## src/rtl/tx_pkg.sv

```systemverilog
// tx_pkg: definitions shared by the link transmitter (tx) and receiver (rx).
//   - tx_state_e        : transmitter FSM state encoding
//   - DEFAULT_SIZE      : default flit width in bits (MSB is the head flag)
//   - DEFAULT_BUFF_BITS : default packet buffer address width
package tx_pkg;

  typedef enum logic [1:0] {
    ST_IDLE     = 2'b00,
    ST_FETCH    = 2'b01,
    ST_WAIT_ACK = 2'b10,
    ST_DONE     = 2'b11
  } tx_state_e;

  localparam int DEFAULT_SIZE      = 8;
  localparam int DEFAULT_BUFF_BITS = 3;

endpackage

```

## src/rtl/tx_toggle_detect.sv

```systemverilog
// toggle_detect: registered XOR edge detector for two-phase handshake lines.
// Every change of level on sig is reported as a one-cycle event.
// Ports:
//   clk   in  clock
//   reset in  asynchronous active-low reset; clears the history register
//   sig   in  two-phase line to watch (already synchronous to clk)
//   evt   out high while sig differs from its value at the previous edge
module toggle_detect (
  input  logic clk,
  input  logic reset,
  input  logic sig,
  output logic evt
);

  logic sig_old;

  always_ff @(posedge clk or negedge reset) begin
    if (!reset) begin
      sig_old <= 1'b0;
    end else begin
      sig_old <= sig;
    end
  end

  assign evt = sig ^ sig_old;

endmodule

```

## src/rtl/tx.sv

```systemverilog
// tx: channel transmitter. On a switch request it reads one packet of
// 2**BUFF_BITS flits from the source buffer and sends them one by one over a
// two-phase req/ack flit channel, then reports completion to the switch with
// a four-phase sw_req/sw_ack handshake.
// Ports:
//   clk      in  clock, rising edge
//   reset    in  asynchronous active-low reset
//   sw_req   in  switch request (level)
//   sw_ack   out packet fully acknowledged by the far end
//   buf_addr out source buffer read address (current flit index)
//   buf_data in  source buffer read data, combinational from buf_addr
//   ch_req   out channel request, toggles once per flit
//   ch_flit  out channel data, stable between ch_req toggles
//   ch_ack   in  channel acknowledge, each toggle is one acknowledge
module tx
  import tx_pkg::*;
#(
  parameter int ID        = 0,
  parameter     MOD_NAME  = "TX",
  parameter int SIZE      = DEFAULT_SIZE,
  parameter int BUFF_BITS = DEFAULT_BUFF_BITS
) (
  input  logic                 clk,
  input  logic                 reset,
  input  logic                 sw_req,
  output logic                 sw_ack,
  output logic [BUFF_BITS-1:0] buf_addr,
  input  logic [SIZE-1:0]      buf_data,
  output logic                 ch_req,
  output logic [SIZE-1:0]      ch_flit,
  input  logic                 ch_ack
);

  // ID and MOD_NAME only tag the instance; nothing is generated from them.
  if (ID < 0 || $bits(MOD_NAME) == 0) begin : g_untagged_instance
  end

  tx_state_e            state, state_next;
  logic [BUFF_BITS-1:0] flit_counter, flit_counter_next;
  logic                 ch_req_next;
  logic [SIZE-1:0]      ch_flit_next;
  logic                 sw_ack_next;
  logic                 ack_evt;
  logic                 last_flit;

  // The ack history register updates in every state, so a toggle that lands
  // outside ST_WAIT_ACK is absorbed and never seen later as a fresh ack.
  toggle_detect u_ack_detect (
    .clk   (clk),
    .reset (reset),
    .sig   (ch_ack),
    .evt   (ack_evt)
  );

  // The packet length is a power of two, so the last index is all ones.
  assign last_flit = &flit_counter;
  assign buf_addr  = flit_counter;

  always_ff @(posedge clk or negedge reset) begin
    if (!reset) begin
      state        <= ST_IDLE;
      flit_counter <= '0;
      ch_req       <= 1'b0;
      ch_flit      <= '0;
      sw_ack       <= 1'b0;
    end else begin
      state        <= state_next;
      flit_counter <= flit_counter_next;
      ch_req       <= ch_req_next;
      ch_flit      <= ch_flit_next;
      sw_ack       <= sw_ack_next;
    end
  end

  always_comb begin
    state_next        = state;
    flit_counter_next = flit_counter;
    ch_req_next       = ch_req;
    ch_flit_next      = ch_flit;
    sw_ack_next       = sw_ack;

    unique case (state)
      ST_IDLE: begin
        if (sw_req) begin
          flit_counter_next = '0;
          state_next        = ST_FETCH;
        end
      end
      ST_FETCH: begin
        // buf_data already reflects flit_counter, so latch and announce it.
        ch_flit_next = buf_data;
        ch_req_next  = ~ch_req;
        state_next   = ST_WAIT_ACK;
      end
      ST_WAIT_ACK: begin
        if (ack_evt) begin
          if (last_flit) begin
            sw_ack_next = 1'b1;
            state_next  = ST_DONE;
          end else begin
            flit_counter_next = flit_counter + 1'b1;
            state_next        = ST_FETCH;
          end
        end
      end
      ST_DONE: begin
        if (!sw_req) begin
          sw_ack_next = 1'b0;
          state_next  = ST_IDLE;
        end
      end
      default: state_next = ST_IDLE;
    endcase
  end

endmodule

```

## config.mk

```make
export PLATFORM = sky130hd
export DESIGN_NAME = tx
export DESIGN_NICKNAME = d
export VERILOG_FILES = /design/src/rtl/tx_pkg.sv /design/src/rtl/tx_toggle_detect.sv /design/src/rtl/tx.sv
export SDC_FILE = /design/constraint.sdc
export NUM_CORES = 1
export LEC_CHECK = 0
export ABC_AREA = 1
export CAP_MARGIN = 0
export CORE_MARGIN = 1
export CORE_UTILIZATION = 44
export DETAILED_ROUTE_END_ITERATION = 12
export GPL_TIMING_DRIVEN = 0
export PLACE_DENSITY_LB_ADDON = 0.15
export SKIP_LAST_GASP = 1
export SLEW_MARGIN = 20
export SYNTH_ARGS = -nofsm -noshare
export SYNTH_HDL_FRONTEND = slang
export SYNTH_SLANG_ARGS = --single-unit
export TNS_END_PERCENT = 5
```

## constraint.sdc

```tcl
create_clock -name clk -period 3.7 [get_ports clk]
set_input_delay 0.925 -clock clk [delete_from_list [all_inputs] [get_ports clk]]
set_output_delay 0.925 -clock clk [all_outputs]
set_load 0.005 [all_outputs]
```

### After elaboration in Yosys (flattened, before gate mapping)

Index checks and enable logic that the tools add are counted.
Widths: inputs -> output; s select.

| storage, ports and cells | value |
|---|---|
| output and inout port bits | 13 |
| bits of input ports | 12 |
| register bits after elaboration | 16 |

| cells by class | value |
|---|---|
| mux-type cells | 13 |
| reduce and logical (&&, ||, !) cells | 7 |
| bitwise gates (word level) | 2 |
| add/sub/neg operators | 1 |
| equal/unequal tests | 8 |

Operators by type and width:

| cell | number |
|---|---|
| $ne 2x2->1 const B | 5 |
| $mux 3 | 3 |
| $mux 2 | 4 |
| $pmux 2 s4 | 1 |
| $reduce_and 4->1 | 2 |
| $pmux 3 s2 | 1 |
| $reduce_and 3->1 | 2 |
| $eq 2x2->1 const B | 2 |
| $reduce_bool 2->1 | 2 |
| $add 3x1->3 const B | 1 |
| $mux 1 | 3 |
| $eq 2x1->1 const B | 1 |
| $logic_not 2->1 | 1 |
| $pmux 1 s2 | 1 |
| $not 1->1 | 1 |
| $xor 1x1->1 | 1 |

### Longest topological paths before layout

Gate-level depths: netlist of the first run.

| logic depth | value |
|---|---|
| depth after elaboration | 4 |
| mapped depth | 6 |
| depth with buffers taken out | 6 |

### Hierarchy

From an unflattened synthesis of the first run, not the netlist that was laid out.

| unflattened totals | value |
|---|---|
| cell total of the unflattened synthesis | 85 |
| area total of the unflattened synthesis | 773.2 um2 |

Modules (own cells, without submodules):

| module | cells an instance | area an instance (um2) | instances |
|---|---|---|---|
| tx | 79 | 729.4 | 1 |
| toggle_detect | 6 | 43.8 | 1 |

### Worst setup path before layout of the first run

No wires, ideal clock.

| timing path | value |
|---|---|
| path kind | input -> register |
| from | in sw_req |
| to | reg flit_counter[0], in the netlist buf_addr[0] |
| setup slack | 2245 ps |
| buffers on the path | 0 |
| arrival time | 1338 ps |
| cell stages on the path | 5 |
| data required time | 3583 ps |
| path through | inv_1 a21oi_1 nand3_2 nand2_1 nand2_1 |

| on the way | value |
|---|---|
| cells in the longest elaborated chain, start to end | 2 |

RTL lines:

| element | RTL line | RTL |
|---|---|---|
| start, declared | tx.sv:25 | `input logic sw_req,` |
| $ne 2x2->1 (no source line) | - |  |
| $reduce_and 4->1 (no source line) | - |  |
| end signal, assigned | tx.sv:68 | `flit_counter <= flit_counter_next;` |
| end, declared | tx.sv:39 | `logic [BUFF_BITS-1:0] flit_counter, flit_counter_next;` |

Every way passes these cells.
A chain may end at the register's enable or synchronous reset.

### Final worst setup path of the first run

| timing path | value |
|---|---|
| from | reg flit_counter[0], in the netlist buf_addr[0] |
| to | out buf_addr[0] |

RTL lines:

| element | RTL line | RTL |
|---|---|---|
| end, declared | tx.sv:27 | `output logic [BUFF_BITS-1:0] buf_addr,` |

No word-level cell between the ends.

==> results of run 1 <==
worst min path at each step:
| stage | from | endpoint | cells after the start |
|---|---|---|---|
| detailed placement | ch_req | ch_req | 1 |
| global placement | ch_req | ch_req | 1 |
| floorplan | sw_ack | sw_ack | 2 |
| global route | ch_req | ch_req | 1 |
| CTS | ch_req | ch_req | 1 |
| finish | ch_req | ch_req | 1 |
per-layer routing:
| layer | up-vias | GRT usage | wire length [microns] |
|---|---|---|---|
| met5 | - | 0 | 0 |
| met4 | 0 | 0.0938 | 14 |
| met3 | 2 | 0.0819 | 85 |
| met2 | 16 | 0.280 | 610 |
| met1 | 235 | 0.218 | 594 |
| li1 | 254 | - | - |
cells by family after synthesis:
logic type,synth area share
AO/OA/AOI/OAI,0.0173
XOR/XNOR,0.0121
adder cells (fa/ha/maj),0.0347
buffers and inverters,0.0312
flip-flops,0.555
multiplexers,0.166
AND/OR/NAND/NOR,0.184
cell usage after synthesis:
cell	count	area, sq um
dfrtp_1	16	400
nand2_1	13	48.8
mux2_4	8	120
inv_1	5	18.8
nand4_1	5	31.3
ha_1	2	25.0
nand3_1	2	10.0
nand3_2	2	20.0
a21oi_1	1	5.00
inv_2	1	3.75
nand2_4	1	11.3
nor2_4	1	11.3
o21a_1	1	7.51
xnor2_1	1	8.76
stage by stage:
step / power [uW] / setup slack, ns / cell area (sq um)
2_1_floorplan: 521 / 2.24 / 722
3_3_place_gp: 685 / 1.66 / 982
3_5_place_dp: 696 / 1.62 / 982
4_1_cts: 815 / 1.57 / 1020
5_1_grt: 863 / 1.52 / 1020
6_report: 803 / 1.58 / 1020
sequential cells by signal (all words and copies together) (netlist names):
signal	count
u_ack_detect.sig_old	1
state	2
buf_addr	3
ch_flit	8
ch_req	1
sw_ack	1
power by group:
group | internal [uW] | switching [uW]
combinational | 244 | 139
sequential | 251 | 55.8
clock | 60.0 | 52.8
total | 555 | 247
final cells by class:
type / instances / share of cell area
Inverter: 6 / 0.0221
Tap cell: 16 / 0.0197
Timing Repair Buffer: 24 / 0.236
Sequential cell: 16 / 0.393
Clock buffer: 4 / 0.0356
Multi-Input combinational cell: 37 / 0.294
==> flow_summary_export.csv, run 1 <==
group,metric,value,unit
run_status,status,"finished clean",
yosys,ys_warn_count,0,
worst_setup_path,worstSetupEndpointType,"output port",
final_layout,nNetsFinal,102,
floorplanning,coreArea,0.00152,sq mm
yosys,syn_nets,73,
yosys,synth_cells,59,
timing,period_minus_slack,2.12,ns
final_layout,finish.utilization,0.668,
worst_setup_path,crit_chain,"clkdlybuf4s50_1",
route,wl_per_cell,12.7,microns
floorplanning,rows,14,
timing,fmax,472,MHz
grt,antenna_found_initial,0,
timing,slew_headroom,0.549,
final_layout,areaGrowthSynthToFinish,41.1,%
worst_setup_path,start_kind,"flip-flop",
pwr,ir_worst_vdd,0.480,mV
timing,finClkSkew,0.00643,ns
floorplanning,die_y,42.5,microns
worst_setup_path,worstRegToRegCells,6,
floorplanning,start_util,0.474,
clocking,cts_resized,0,
final_layout,mostFrequentLayoutCells,"24 x clkdlybuf4s50_1, 16 x dfrtp_1, 13 x nand2_1",
floorplanning,ioPinCount,25,
clocking,clock-sinks,16,
placement,gp_congestion,0.728,
timing,hold_slack,0.480,ns
floorplanning,die_area,0.00181,sq mm
clocking,clkTransAtPathRegs,0.09,ns
grt,grt_overflow,0,
grt,grt_pass1_wl,2320,microns
route,viasPerCell,4.92,
timing,final.setup.tns,0,ns
final_layout,n_antenna_cell,0,
final_layout,nFillCells,126,
worst_setup_path,cp.required,2.77,ns
clocking,cts_hold_buf,0,
worst_setup_path,cp_num_cells,1,
final_layout,drive_gt1_frac,0.195,
worst_setup_path,crit-reg2reg-launch,"buf_addr[0]",
yosys,yosysUniqueCellTypes,14,
timing,worst_slew_pin_slew,0.674,ns
final_layout,final_common_cell,"clkdlybuf4s50_1",
clocking,cts_setup_buffers,0,
grt,grt_max_degree,17,
clocking,htreeDepth,1,
route,finalWirelength,1300,microns
grt,grt_pass1_vias,503,
worst_setup_path,crit_buf_inv,1,
timing,setup_viol,0,
clocking,cts_tree,"done",
yosys,synth-seq-area-share,0.555,
timing,fin_crit_sh,0.573,
worst_setup_path,worst_path_max_delay_cell,"clkdlybuf4s50_1",
route,drt-initial-drc-count,9,
clocking,clock_latency,0.29,ns
worst_setup_path,path_delay_family,"buffers and inverters",
worst_setup_path,arrival,1.19,ns
placement,hpwlAfterDp,955,microns
worst_setup_path,r2r_end,"buf_addr[1]",
route,vias,507,
route,first_pass_iters,3,
grt,grt_usage,0.184,
clocking,root_buffer,"clkbuf_4",
worst_setup_path,crit_type,"flip-flop to output port",
clocking,cts_buffers,3,
timing,rsz0062_at_grt,"no",
yosys,syn_avg_cell_area,12.2,sq um
worst_setup_path,critPathLaunch,"buf_addr[0]",
yosys,ys_ff_latch,16,
final_layout,fin_cells,103,
clocking,clockBufferDepth,2,
worst_setup_path,crit_fanout,4,
final_layout,ff_latch_area,400,sq um
min_path,hp-class,"flip-flop to flip-flop",
worst_setup_path,rrSetupSlack,2.40,ns
pwr,power_leakage,0.000498,uW
worst_setup_path,endpoint,"buf_addr[0]",
worst_setup_path,crit_path_max_incr_delay,0.52,ns
yosys,netlist_area,722,sq um
pwr,power_density,788,mW/mm^2
job,maxCapViolations,0,
timing,hold_viol,0,
placement,port_buffers,24,
floorplanning,die_w,42.5,microns
route,antenna_left,0,
timing,drv_slew,0,
final_layout,multi_input_area,299,sq um
route,drc,0,
placement,dp_cells,99,
No activity file was read; power rests on OpenSTA's default activity.
==> run 2, diff against run 1 <==
--- a/config.mk
+++ b/config.mk
@@ -8,7 +8,7 @@
 export ABC_AREA = 1
 export CAP_MARGIN = 0
 export CORE_MARGIN = 1
-export CORE_UTILIZATION = 44
+export CORE_UTILIZATION = 39
 export DETAILED_ROUTE_END_ITERATION = 12
 export GPL_TIMING_DRIVEN = 0
 export PLACE_DENSITY_LB_ADDON = 0.15
==> constraint.sdc (replaced) <==
create_clock -name clk -period 1.8 [get_ports clk]
set_input_delay 0.45 -clock clk [delete_from_list [all_inputs] [get_ports clk]]
set_output_delay 0.45 -clock clk [all_outputs]
set_load 0.005 [all_outputs]
==> flow_summary_export.csv, run 2 (same netlist as run 1, synthesis figures left out) <==
group,metric,value,unit
final_layout,largest_register_ffs,8,
grt,antenna_found_initial,0,
final_layout,mostFrequentLayoutCells,"24 x clkdlybuf4s50_1, 16 x dfrtp_1, 13 x nand2_1",
timing,fmax,608,MHz
final_layout,drive_gt1_frac,0.195,
worst_setup_path,worstSetupEndpointType,"output port",
worst_setup_path,crit_chain,"clkdlybuf4s50_1",
worst_setup_path,crit_path_max_incr_delay,0.52,ns
worst_setup_path,arrival,1.20,ns
route,drc,0,
final_layout,finish.utilization,0.596,
job,maxCapViolations,0,
timing,final.setup.tns,0,ns
timing,slew_headroom,0.534,
final_layout,areaGrowthSynthToFinish,42.6,%
worst_setup_path,worst_path_max_delay_cell,"clkdlybuf4s50_1",
grt,grt_usage,0.152,
pwr,seq_power_share,0.386,
floorplanning,die_y,45.0,microns
floorplanning,coreArea,0.00173,sq mm
worst_setup_path,worstRegToRegCells,6,
clocking,cts_hold_buf,0,
clocking,cts_resized,0,
floorplanning,ioPinCount,25,
worst_setup_path,start_kind,"flip-flop",
timing,hold_viol,0,
floorplanning,die_area,0.00203,sq mm
timing,drv_slew,0,
timing,period_minus_slack,1.65,ns
clocking,clockBufferDepth,2,
floorplanning,rows,15,
floorplanning,die_w,45.0,microns
placement,gp_congestion,0.695,
pwr,switchingPower,508,uW
worst_setup_path,crit_type,"flip-flop to output port",
timing,finClkSkew,0.00474,ns
floorplanning,start_util,0.418,
final_layout,n_antenna_cell,0,
clocking,clkTransAtPathRegs,0.08,ns
clocking,clock_latency,0.28,ns
min_path,hp-class,"flip-flop to flip-flop",
route,vias,507,
timing,worst_slew_pin_slew,0.696,ns
route,first_pass_iters,4,
grt,grt_max_degree,17,
timing,setup_viol,0,
worst_setup_path,cp.required,1.35,ns
pwr,power.share.clock,0.139,
pwr,combPwrFrac,0.475,
pwr,switching_share,0.308,
run_status,status,"finished clean",
grt,grt_pass1_wl,2040,microns
clocking,root_buffer,"clkbuf_4",
final_layout,final_common_cell,"clkdlybuf4s50_1",
route,finalWirelength,1340,microns
clocking,cts_tree,"done",
route,wl_per_cell,11.9,microns
clocking,clock-sinks,16,
min_path,min_path_cells,1,
final_layout,nNetsFinal,102,
pwr,power_leakage,0.000498,uW
worst_setup_path,crit_buf_inv,1,
route,viasPerCell,4.53,
clocking,cts_setup_buffers,0,
route,drt-initial-drc-count,3,
pwr,internal_power,1140,uW
worst_setup_path,crit_fanout,4,
worst_setup_path,cp_num_cells,1,
pwr,ir_worst_vdd,0.913,mV
final_layout,top_register,"ch_flit",
clocking,htreeDepth,1,
placement,hpwlAfterDp,952,microns
grt,grt_overflow,0,
worst_setup_path,path_delay_family,"buffers and inverters",
clocking,cts_buffers,3,
timing,rsz0062_at_grt,"no",
route,antenna_left,0,
grt,grt_pass1_vias,453,
pwr,power_density,1600,mW/mm^2
timing,fin_crit_sh,0.914,
placement,port_buffers,24,
-- run 2: cell counts in the layout (fill, tap and decap cells not counted) --
Identical to the previous run, type by type.
-- run 2: worst paths after layout --
path,from,end,slack [ns]
max in group asynchronous,reset,ch_flit[4],0.78
worst min register to register,ch_req,ch_req,0.48
min in group asynchronous,reset,u_ack_detect.sig_old,0.58
worst min-delay path,ch_req,ch_req,0.48
worst max-delay path,buf_addr[0],buf_addr[0],0.15
worst max register to register,buf_addr[0],buf_addr[1],0.50
-- run 2: worst reg2reg max path: stages (launching register included) --
cell and delay, ns:
dfrtp_1 0.42, ha_1 0.21, ha_1 0.22, nand2_1 0.11, nand3_2 0.10, nand2_1 0.08
nand2_1 0.05
-- run 2: area by class of cell --
| cell class | instances | area [sq um] |
|---|---|---|
| repair buffers | 24 | 240 |
| clock buffers | 4 | 36.3 |
| flip-flops and latches | 16 | 400 |
| inverters | 6 | 22.5 |
| multi-input cells | 37 | 299 |
| well taps | 25 | 31.3 |
| fillers | 151 | 697 |
-- run 2: metal layers --
layer / routed length, microns / global-route usage / vias up
met5: 0 / 0 / -
met4: 14 / 0.0545 / 0
met3: 98 / 0.0880 / 2
met2: 636 / 0.223 / 16
met1: 584 / 0.185 / 235
li1: - / - / 254
-- run 2: metrics by stage --
step | hold WS, ns | area [sq um] | instances | setup WS [ns] | power (uW)
finish | 0.475 | 1030 | 112 | 0.155 | 1650
CTS | 0.479 | 1030 | 112 | 0.140 | 1680
floorplan | 0.154 | 722 | 59 | 0.596 | 1070
detailed placement | 0.467 | 993 | 108 | 0.191 | 1430
global placement | 0.459 | 993 | 108 | 0.226 | 1410
global route | 0.493 | 1030 | 112 | 0.117 | 1760
-- run 2: power groups by stage --
stage               combinational [uW]  clock [uW]  sequential, uW
floorplan                          432           0             639
global placement                   778           0             631
detailed placement                 797           0             637
CTS                                798         242             635
global route                       856         255             651
finish                             783         229             636
